$ cat src/rtl/iq_fetch_stage_if.sv
// Shared fetch/queue types and the fetch-side bus bundle
// (I-cache read port, queue enqueue port, flush redirect).
package iq_fetch_pkg;

  typedef struct packed {
    logic [31:0] pc;
    logic [31:0] instr;
    logic [6:0]  opcode;
    logic [4:0]  rd;
    logic [4:0]  rs1;
    logic [4:0]  rs2;
  } pci_t;

  typedef struct packed {
    logic        valid;
    logic [31:0] pc;
  } flush_t;

endpackage

interface iq_fetch_if;
  import iq_fetch_pkg::*;

  logic        icache_read;
  logic [31:0] icache_addr;
  logic        icache_resp_valid;
  logic [63:0] icache_rdata;
  logic        iq_enq;
  pci_t        iq_in;
  pci_t        iq_in1;
  logic        iq_num_enq;
  logic        iq_full;
  flush_t      flush;

  modport master (
    output icache_read,
    output icache_addr,
    input  icache_resp_valid,
    input  icache_rdata,
    output iq_enq,
    output iq_in,
    output iq_in1,
    output iq_num_enq,
    input  iq_full,
    input  flush
  );

  modport slave (
    input  icache_read,
    input  icache_addr,
    output icache_resp_valid,
    output icache_rdata,
    input  iq_enq,
    input  iq_in,
    input  iq_in1,
    input  iq_num_enq,
    output iq_full,
    output flush
  );

endinterface

$ cat src/rtl/iq_fetch_stage.sv
// Fetch stage feeding the instruction queue: one 64-bit line read in flight.
// Optional perf counters are built when IQ_FETCH_PERF_EN is defined.
module iq_fetch_stage
  import iq_fetch_pkg::*;
#(
  parameter logic [31:0] RESET_PC = 32'h0000_0060
) (
  input  logic        clk,
  input  logic        rst,
  iq_fetch_if.master  fif
`ifdef IQ_FETCH_PERF_EN
  ,
  output logic [31:0] perf_fetched,
  output logic [31:0] perf_stall,
  output logic [31:0] perf_flush
`endif
);

  localparam int unsigned LINE_BYTES = 8;

  typedef enum logic [1:0] {
    REQ   = 2'd0,
    WAIT  = 2'd1,
    HOLD  = 2'd2,
    DRAIN = 2'd3
  } state_e;

  state_e      state_q, state_d;
  logic [31:0] pc_q, pc_d;
  logic [63:0] hold_q, hold_d;
  logic        read_q, read_d;

  logic        enq;
  logic [63:0] src;
  logic [31:0] line_next;
  logic [31:0] instr0;
  pci_t        e0, e1;

  assign line_next = {pc_q[31:3], 3'b000} + 32'(LINE_BYTES);

  // Next-state, pc advance, hold capture and enqueue decision.
  always_comb begin
    state_d = state_q;
    pc_d    = pc_q;
    hold_d  = hold_q;
    enq     = 1'b0;
    src     = fif.icache_rdata;
    unique case (state_q)
      REQ: state_d = WAIT;
      WAIT: begin
        if (fif.icache_resp_valid) begin
          if (fif.iq_full) begin
            hold_d  = fif.icache_rdata;
            state_d = HOLD;
          end else begin
            enq     = 1'b1;
            pc_d    = line_next;
            state_d = REQ;
          end
        end
      end
      HOLD: begin
        src = hold_q;
        if (!fif.iq_full) begin
          enq     = 1'b1;
          hold_d  = '0;
          pc_d    = line_next;
          state_d = REQ;
        end
      end
      DRAIN: begin
        if (fif.icache_resp_valid) state_d = REQ;
      end
    endcase
    // A read already in flight must be drained before a new one goes out.
    if (fif.flush.valid) begin
      pc_d   = fif.flush.pc;
      enq    = 1'b0;
      hold_d = '0;
      if ((state_q == WAIT || state_q == DRAIN) &&
          !fif.icache_resp_valid)
        state_d = DRAIN;
      else
        state_d = REQ;
    end
    read_d = (state_d != HOLD);
  end

  // Fetch state, pc, hold buffer and registered read strobe.
  always_ff @(posedge clk or posedge rst) begin
    if (rst) begin
      state_q <= REQ;
      pc_q    <= RESET_PC;
      hold_q  <= '0;
      read_q  <= 1'b1;
    end else begin
      state_q <= state_d;
      pc_q    <= pc_d;
      hold_q  <= hold_d;
      read_q  <= read_d;
    end
  end

  // Pack the line into one or two queue entries based on pc[2].
  always_comb begin
    instr0    = pc_q[2] ? src[63:32] : src[31:0];
    e0        = '0;
    e0.pc     = pc_q;
    e0.instr  = instr0;
    e0.opcode = instr0[6:0];
    e1        = '0;
    e1.pc     = pc_q + 32'd4;
    e1.instr  = src[63:32];
    e1.opcode = src[38:32];
  end

  assign fif.icache_read = read_q;
  assign fif.icache_addr = {pc_q[31:3], 3'b000};
  assign fif.iq_enq      = enq;
  assign fif.iq_in       = e0;
  assign fif.iq_in1      = e1;
  assign fif.iq_num_enq  = enq & ~pc_q[2];

`ifdef IQ_FETCH_PERF_EN
  logic [31:0] fetched_q, fetched_d;
  logic [31:0] stall_q, stall_d;
  logic [31:0] flushc_q, flushc_d;

  function automatic logic [31:0] sat_add(
    input logic [31:0] a,
    input logic [1:0]  inc
  );
    logic [32:0] s;
    s = {1'b0, a} + 33'(inc);
    return s[32] ? 32'hFFFF_FFFF : s[31:0];
  endfunction

  // Saturating event counts.
  always_comb begin
    fetched_d = fetched_q;
    stall_d   = stall_q;
    flushc_d  = flushc_q;
    if (enq)
      fetched_d = sat_add(fetched_q, pc_q[2] ? 2'd1 : 2'd2);
    if (state_q == HOLD)
      stall_d = sat_add(stall_q, 2'd1);
    if (fif.flush.valid)
      flushc_d = sat_add(flushc_q, 2'd1);
  end

  // Counter registers.
  always_ff @(posedge clk or posedge rst) begin
    if (rst) begin
      fetched_q <= '0;
      stall_q   <= '0;
      flushc_q  <= '0;
    end else begin
      fetched_q <= fetched_d;
      stall_q   <= stall_d;
      flushc_q  <= flushc_d;
    end
  end

  assign perf_fetched = fetched_q;
  assign perf_stall   = stall_q;
  assign perf_flush   = flushc_q;
`endif

endmodule
$ cat src/flat_wrapper.sv
// flat-port wrapper written by rule: the top's interface ports become plain ports
module iq_fetch_stage_flat import iq_fetch_pkg::*;
#(
  parameter logic [31:0] RESET_PC = 32'h0000_0060
)
  (clk, rst, fif_icache_read, fif_icache_addr, fif_icache_resp_valid, fif_icache_rdata, fif_iq_enq, fif_iq_in, fif_iq_in1, fif_iq_num_enq, fif_iq_full, fif_flush);
  iq_fetch_if fif_i ();
  input  logic clk;
  input  logic rst;
  output wire logic [$bits(fif_i.icache_read)-1:0] fif_icache_read;
  output wire logic [$bits(fif_i.icache_addr)-1:0] fif_icache_addr;
  input wire logic [$bits(fif_i.icache_resp_valid)-1:0] fif_icache_resp_valid;
  input wire logic [$bits(fif_i.icache_rdata)-1:0] fif_icache_rdata;
  output wire logic [$bits(fif_i.iq_enq)-1:0] fif_iq_enq;
  output wire logic [$bits(fif_i.iq_in)-1:0] fif_iq_in;
  output wire logic [$bits(fif_i.iq_in1)-1:0] fif_iq_in1;
  output wire logic [$bits(fif_i.iq_num_enq)-1:0] fif_iq_num_enq;
  input wire logic [$bits(fif_i.iq_full)-1:0] fif_iq_full;
  input wire logic [$bits(fif_i.flush)-1:0] fif_flush;
  assign fif_icache_read = fif_i.icache_read;
  assign fif_icache_addr = fif_i.icache_addr;
  assign fif_i.icache_resp_valid = fif_icache_resp_valid;
  assign fif_i.icache_rdata = fif_icache_rdata;
  assign fif_iq_enq = fif_i.iq_enq;
  assign fif_iq_in = fif_i.iq_in;
  assign fif_iq_in1 = fif_i.iq_in1;
  assign fif_iq_num_enq = fif_i.iq_num_enq;
  assign fif_i.iq_full = fif_iq_full;
  assign fif_i.flush = fif_flush;
  iq_fetch_stage #(.RESET_PC(RESET_PC)) u_core (.clk(clk), .rst(rst), .fif(fif_i));
endmodule
$ cat config.mk
export PLATFORM = sky130hd
export DESIGN_NAME = iq_fetch_stage_flat
export DESIGN_NICKNAME = d
export VERILOG_FILES = /design/src/rtl/iq_fetch_stage_if.sv /design/src/rtl/iq_fetch_stage.sv /design/src/flat_wrapper.sv
export SDC_FILE = /design/constraint.sdc
export NUM_CORES = 1
export LEC_CHECK = 0
export BUFFER_PORTS_ARGS = -buffer_cell sky130_fd_sc_hd__buf_2
export CORE_MARGIN = 1
export CORE_UTILIZATION = 30
export CTS_CLUSTER_DIAMETER = 200
export DETAILED_ROUTE_END_ITERATION = 8
export SYNTH_ARGS = -nofsm -noshare
export SYNTH_HDL_FRONTEND = slang
export SYNTH_SLANG_ARGS = --single-unit
$ cat constraint.sdc
create_clock -name clk -period 3.5 [get_ports clk]
set_clock_uncertainty 0.2 [all_clocks]
set_input_delay 0 -clock clk [delete_from_list [all_inputs] [get_ports clk]]
set_output_delay 0 -clock clk [all_outputs]
set_load 0.05 [all_outputs]
* Word level (Yosys, flattened, before mapping) *
Cells that the tools add are included.
W data, S select, Z words.

word-level totals
  register bits after elaboration = 99
  input port bits = 101

operators by class
  add/sub/neg operators = 2
  equal/unequal tests = 7
  muxes and demuxes = 22
  bitwise logic cells = 2
  reduce and logical (&&, ||, !) cells = 7

operators with widths
  kind                     number
  $mux W64                 5
  $mux W32                 4
  $pmux W64 S2             1
  $pmux W32 S2             1
  $add A32 B3 Y32 const B  1
  $add A32 B4 Y32 const B  1
  $mux W2                  6
  $ne A3 B3 Y1 const B     3
  $pmux W2 S4              1
  $eq A2 B2 Y1 const B     2
  $reduce_and A4 Y1        1
  $mux W1                  3
  $reduce_bool A3 Y1       1
  $eq A2 B1 Y1 const B     1
  $logic_not A2 Y1         1
  $ne A2 B2 Y1 const B     1
  $pmux W1 S2              1
  $reduce_and A2 Y1        1
  $and A1 B1 Y1            1
  $logic_and A1 B1 Y1      1
  $logic_not A1 Y1         1
  $logic_or A1 B1 Y1       1
  $not A1 Y1               1

* Depth between registers and ports, before layout *
  depth after elaboration = 6
  mapped depth = 10
  depth with buffers taken out = 7

* Least setup slack after synthesis *
Ideal clock, no wire load.

  path kind = reg2out
  start = register u_core.state_q[0]
  end = output fif_iq_num_enq
  data arrival time = 3240 ps
  required time = 3300 ps
  setup slack = 60 ps
  cell stages (with the launch flop) = 7
  path buffers = 1
  cells stage by stage = dfrtp_1 > inv_1 > ha_1 > buf_2 > a21oi_1 > nor4b_1 > and2_1

between the ends
  longest elaborated chain between the ends = 4
  elaborated cells between the ends (all ways) = 5
  classes of those cells = eq/ne (2); mux (2); bitwise (1)

ends and longest elaborated chain
  element                                       line                   source
  from (decl)                                   iq_fetch_stage.sv:28   state_e state_q, state_d;
  from (signal assigned)                        iq_fetch_stage.sv:97   state_q <= state_d;
  $eq A2 B2 Y1 or $eq A2 B1 Y1 (tied branches)  iq_fetch_stage.sv:48   unique case (state_q)
  $pmux W1 S2 *                                 iq_fetch_stage.sv:48
  $mux W1 *                                     iq_fetch_stage.sv:76   if (fif.flush.valid) begin
  via fif_iq_enq                                flat_wrapper.sv:14     output wire logic [$bits(fif_i.iq_enq)-1:0] fif_iq_enq;
  $and A1 B1 Y1 *                               iq_fetch_stage.sv:122  assign fif.iq_num_enq = enq & ~pc_q[2];
  to (decl)                                     flat_wrapper.sv:17     output wire logic [$bits(fif_i.iq_num_enq)-1:0] fif_iq_num_enq;

Mark *: on every way through the listed nets, which the timed path passes. The rest lies on a longest branch.

* Final worst setup path *
  start = register u_core.state_q[0]
  end = register u_core.pc_q[17]

between the ends
  longest elaborated chain between the ends = 3
  elaborated cells between the ends (all ways) = 7
  classes of those cells = eq/ne (3); mux (2); reduce/logical (2)

ends and longest elaborated chain
  element                                        line                  source
  $eq A2 B2 Y1 or $eq A2 B1 Y1 (tied branches)   iq_fetch_stage.sv:48
  $pmux W32 S2, or another cell as far along     iq_fetch_stage.sv:48
  $mux W32 or $reduce_and A2 Y1 (tied branches)  n/a
  to (signal assigned)                           iq_fetch_stage.sv:98  pc_q <= pc_d;
  to (decl)                                      iq_fetch_stage.sv:29  logic [31:0] pc_q, pc_d;

Several ways; a longest one is shown, not always the timed one.
A chain may end at the register's enable or synchronous reset.

==> reports/qor.csv <==
stage,metric,value,unit
outcome,status,"complete, but fails checks",
outcome,failing checks,design-rule violations,
die,Core Footprint,0.0220,sq mm
sta,max-slew violation count,0,
grt,gr usage total,17.7,%
synth,"Top FF cell, synth",dfrtp_1,
setup_path,Critical Path AT,3.38,ns
synth,largest family of logic cells by synthesized area,simple AND/OR/NAND/NOR gates,
die,num rows,54,
drt,Residual DRC,16,
worst_hold_path,hold crit path type,input port to async pin,
setup_path,CP cell instances,inv_1 -> ha_4 -> mux2i_1 -> nor2_1 -> nand3_1 -> xor2_1 -> o21ai_0 -> dlygate4sd3_1,
flow_run,max-cap violation count,0,
setup_path,Critical R2R Launch,u_core.state_q[0],
clock_network,clk buf depth,2,
setup_path,startpoint class of the critical path,register,
sta,final hold violation count,0,
grt,largest net degree at the start of global routing,70,
drt,DRT iter0 DRCs,317,
synth,Post-synth EDFFs,0,
sta,post-route minimum period,3.29,ns
synth,Post-Synthesis Cells,804,
clock_network,Clock Latency Late Sink,0.35,ns
sta,Slew @ Worst Pin,0.958,ns
die,chip width,152,microns
grt,total grt overflow,0,
synth,Synth Cell Area,0.00676,sq mm
cells_and_area,"commonest non-fill, non-tap cell in the layout",buf_2,
synth,mux cell area share after synthesis,10.7,%
drt,Avg Vias per Cell,4.56,
place,post-DP HPWL,13900,microns
clock_network,CTS tree,done,
synth,post-synthesis compound-gate area fraction,9.99,%
sta,Final Setup Violations,0,
synth,post-synthesis sequential area ratio,36.7,%
drt,DR vias,6422,
die,effective utilization at floorplan,30.8,%
clock_network,H-tree levels,3,
setup_path,CP Buf/Inv Count,2,
die,# IOs,308,
sta,final setup margin,0.207,ns
setup_path,Reg-to-Reg End,u_core.pc_q[17],
grt,initial antenna violation count,0,
cells_and_area,share of post-route cells with drive strength above 1,33.3,%
setup_path,CP startpoint,u_core.state_q[0],
synth,Synth Register Bits,99,
drt,antenna-violating nets left,0,
die,die area,0.0232,sq mm
die,Die Y,152,microns
setup_path,reg2reg path depth,8,
clock_network,CTS Sinks,99,
setup_path,Crit path max-delay family,simple AND/OR/NAND/NOR gates,
setup_path,"Max FO, Critical Path",19,
sta,setup TNS,0,ns
grt,global-route wire length before repair,33000,microns
setup_path,CP max stage cell,nor2_1,
clock_network,PostCTS Resize Cnt,0,
setup_path,crit path to,u_core.pc_q[17],
sta,fin crit share,94.1,%
place,routability cong.,0.819,
cells_and_area,nets,1230,
setup_path,R2R setup slack,0.21,ns
power,total power,4290,uW
setup_path,kind of critical path,register to register,
clock_network,"Clk pin slew, worst setup/hold paths",0.08,ns
drt,TritonRoute pass-1 iters,8,
setup_path,Setup crit end kind,register,
power,Leak Pwr,0.00446,uW
setup_path,"slowest stage delay, CP",0.78,ns
power,Worst VDD drop,227,uV
synth,Synth warnings,0,
cells_and_area,Area Growth Syn to Fin,39.6,%
synth,adder-cell share of the synthesized area,1.29,%
synth,Synth async-reset ratio,100,%
clock_network,CTS Buf Count,9,
sta,RSZ-0062 raised after global routing,no,
setup_path,WP depth,8,
power,pwr/cell area,454,mW/mm^2
cells_and_area,# diodes,0,
synth,Post-Synth Simple-Gate Area,21.1,%
setup_path,Worst EP required,3.59,ns
clock_network,CTS root buf,clkbuf_16,
place,I/O Buffers,274,
synth,syn_area_per_cell,8.41,sq um
grt,vias in the first global route,6287,
synth,Unique masters post-synth,45,
sta,Slew HR,35.9,%
place,pre-CTS WS,0.620,ns
cells_and_area,most frequent cells in the layout,"buf_2 (274), nand2_1 (214), o21ai_0 (116)",
synth,Synth Area in XOR/XNOR,7.68,%
drt,routed len/inst,14.6,microns
sta,Peak Freq,304,MHz
drt,Total Wirelength,20500,microns
## report_power, final
part / total [uW] / internal [uW] / leakage (uW) / switching, uW
registers: 1410 / 1270 / 0.00126 / 136
logic: 1790 / 488 / 0.00305 / 1300
clock network: 1090 / 632 / 0.000150 / 460
total: 4290 / 2390 / 0.00446 / 1900
## what timing repair did
item,4_1_cts,5_1_grt
setup buffers,0,5
setup endpoints to repair,0,1
hold buffers,112,0
endpoints found under the hold margin,134,0
## flip-flops by register name, summed over array words and instances, names as in the netlist
signal and cells:
u_core.hold_q 64, u_core.pc_q 32, u_core.state_q 2, u_core.fif.icache_read 1
## cells by family (layout without fill, tap and decap cells)
group           after synthesis  in the layout
fa+ha+maj                     7              7
flops                        99             99
mux                          68             68
other cells                   1             33
xor+xnor                     55             55
buf+inv                     138            429
simple gates                302            302
compound gates              134            134
## worst register-to-register path: cells and delay by family (launching register included)
| kind | cells | cell delay, ns |
|---|---|---|
| compound gates | 1 | 0.13 |
| xor+xnor | 1 | 0.19 |
| fa+ha+maj | 1 | 0.35 |
| buf+inv | 2 | 0.72 |
| flops | 1 | 0.43 |
| mux | 1 | 0.25 |
| simple gates | 2 | 0.97 |
## cell usage after synthesis (5+ instances only)
| master | number | area (sq um) |
|---|---|---|
| nand2_1 | 214 | 803 |
| o21ai_0 | 116 | 581 |
| dfrtp_1 | 96 | 2400 |
| buf_4 | 80 | 601 |
| mux2_2 | 34 | 383 |
| mux2i_1 | 34 | 340 |
| xor2_1 | 29 | 254 |
| clkbuf_1 | 26 | 97.6 |
| xnor2_1 | 21 | 184 |
| nand3_1 | 18 | 90.1 |
| buf_2 | 17 | 85.1 |
| nand4_1 | 15 | 93.8 |
| o21ai_1 | 13 | 65.1 |
| nor2_1 | 11 | 41.3 |
| buf_1 | 7 | 26.3 |
| ha_1 | 7 | 87.6 |
| inv_1 | 6 | 22.5 |
| and2_1 | 5 | 31.3 |
| nor3_1 | 5 | 25.0 |
## final cells by class
type	count	area [sq um]
multi-input combinational	599	3580
timing repair buffer	407	2690
clock inverter	5	85.1
sequential	99	2480
clock buffer	11	233
tap	280	350
inverter	6	25.0
fill	2191	12500
## worst min path at each step
stage / cells past startpoint / endpoint / startpoint
finish: 3 / u_core.hold_q[8] / rst
global route: 3 / u_core.hold_q[8] / rst
CTS: 4 / u_core.pc_q[8] / fif_iq_full
detailed placement: 2 / u_core.hold_q[8] / rst
global placement: 2 / u_core.hold_q[8] / rst
floorplan: 2 / u_core.pc_q[5] / fif_flush[5]
## stage by stage
step,cell area (sq um),hold slack [ns],util (%),cells
after CTS,9410,0.0109,42.8,1402
after detailed placement,7970,-0.126,36.3,1274
after floorplan,6880,-0.0848,-,836
after global placement,7970,-0.133,36.3,1274
final,9440,0.0358,43.0,1407
after global routing,9440,0.0753,43.0,1407
## metal layers
metal	track usage, %	up-vias	share of wire (%)
li1	-	3205	-
met1	21.9	3007	45
met2	31.2	176	50
met3	2.25	34	3.3
met4	6.85	0	2.2
met5	0	-	0
No activity file was read; power rests on OpenSTA's default activity.
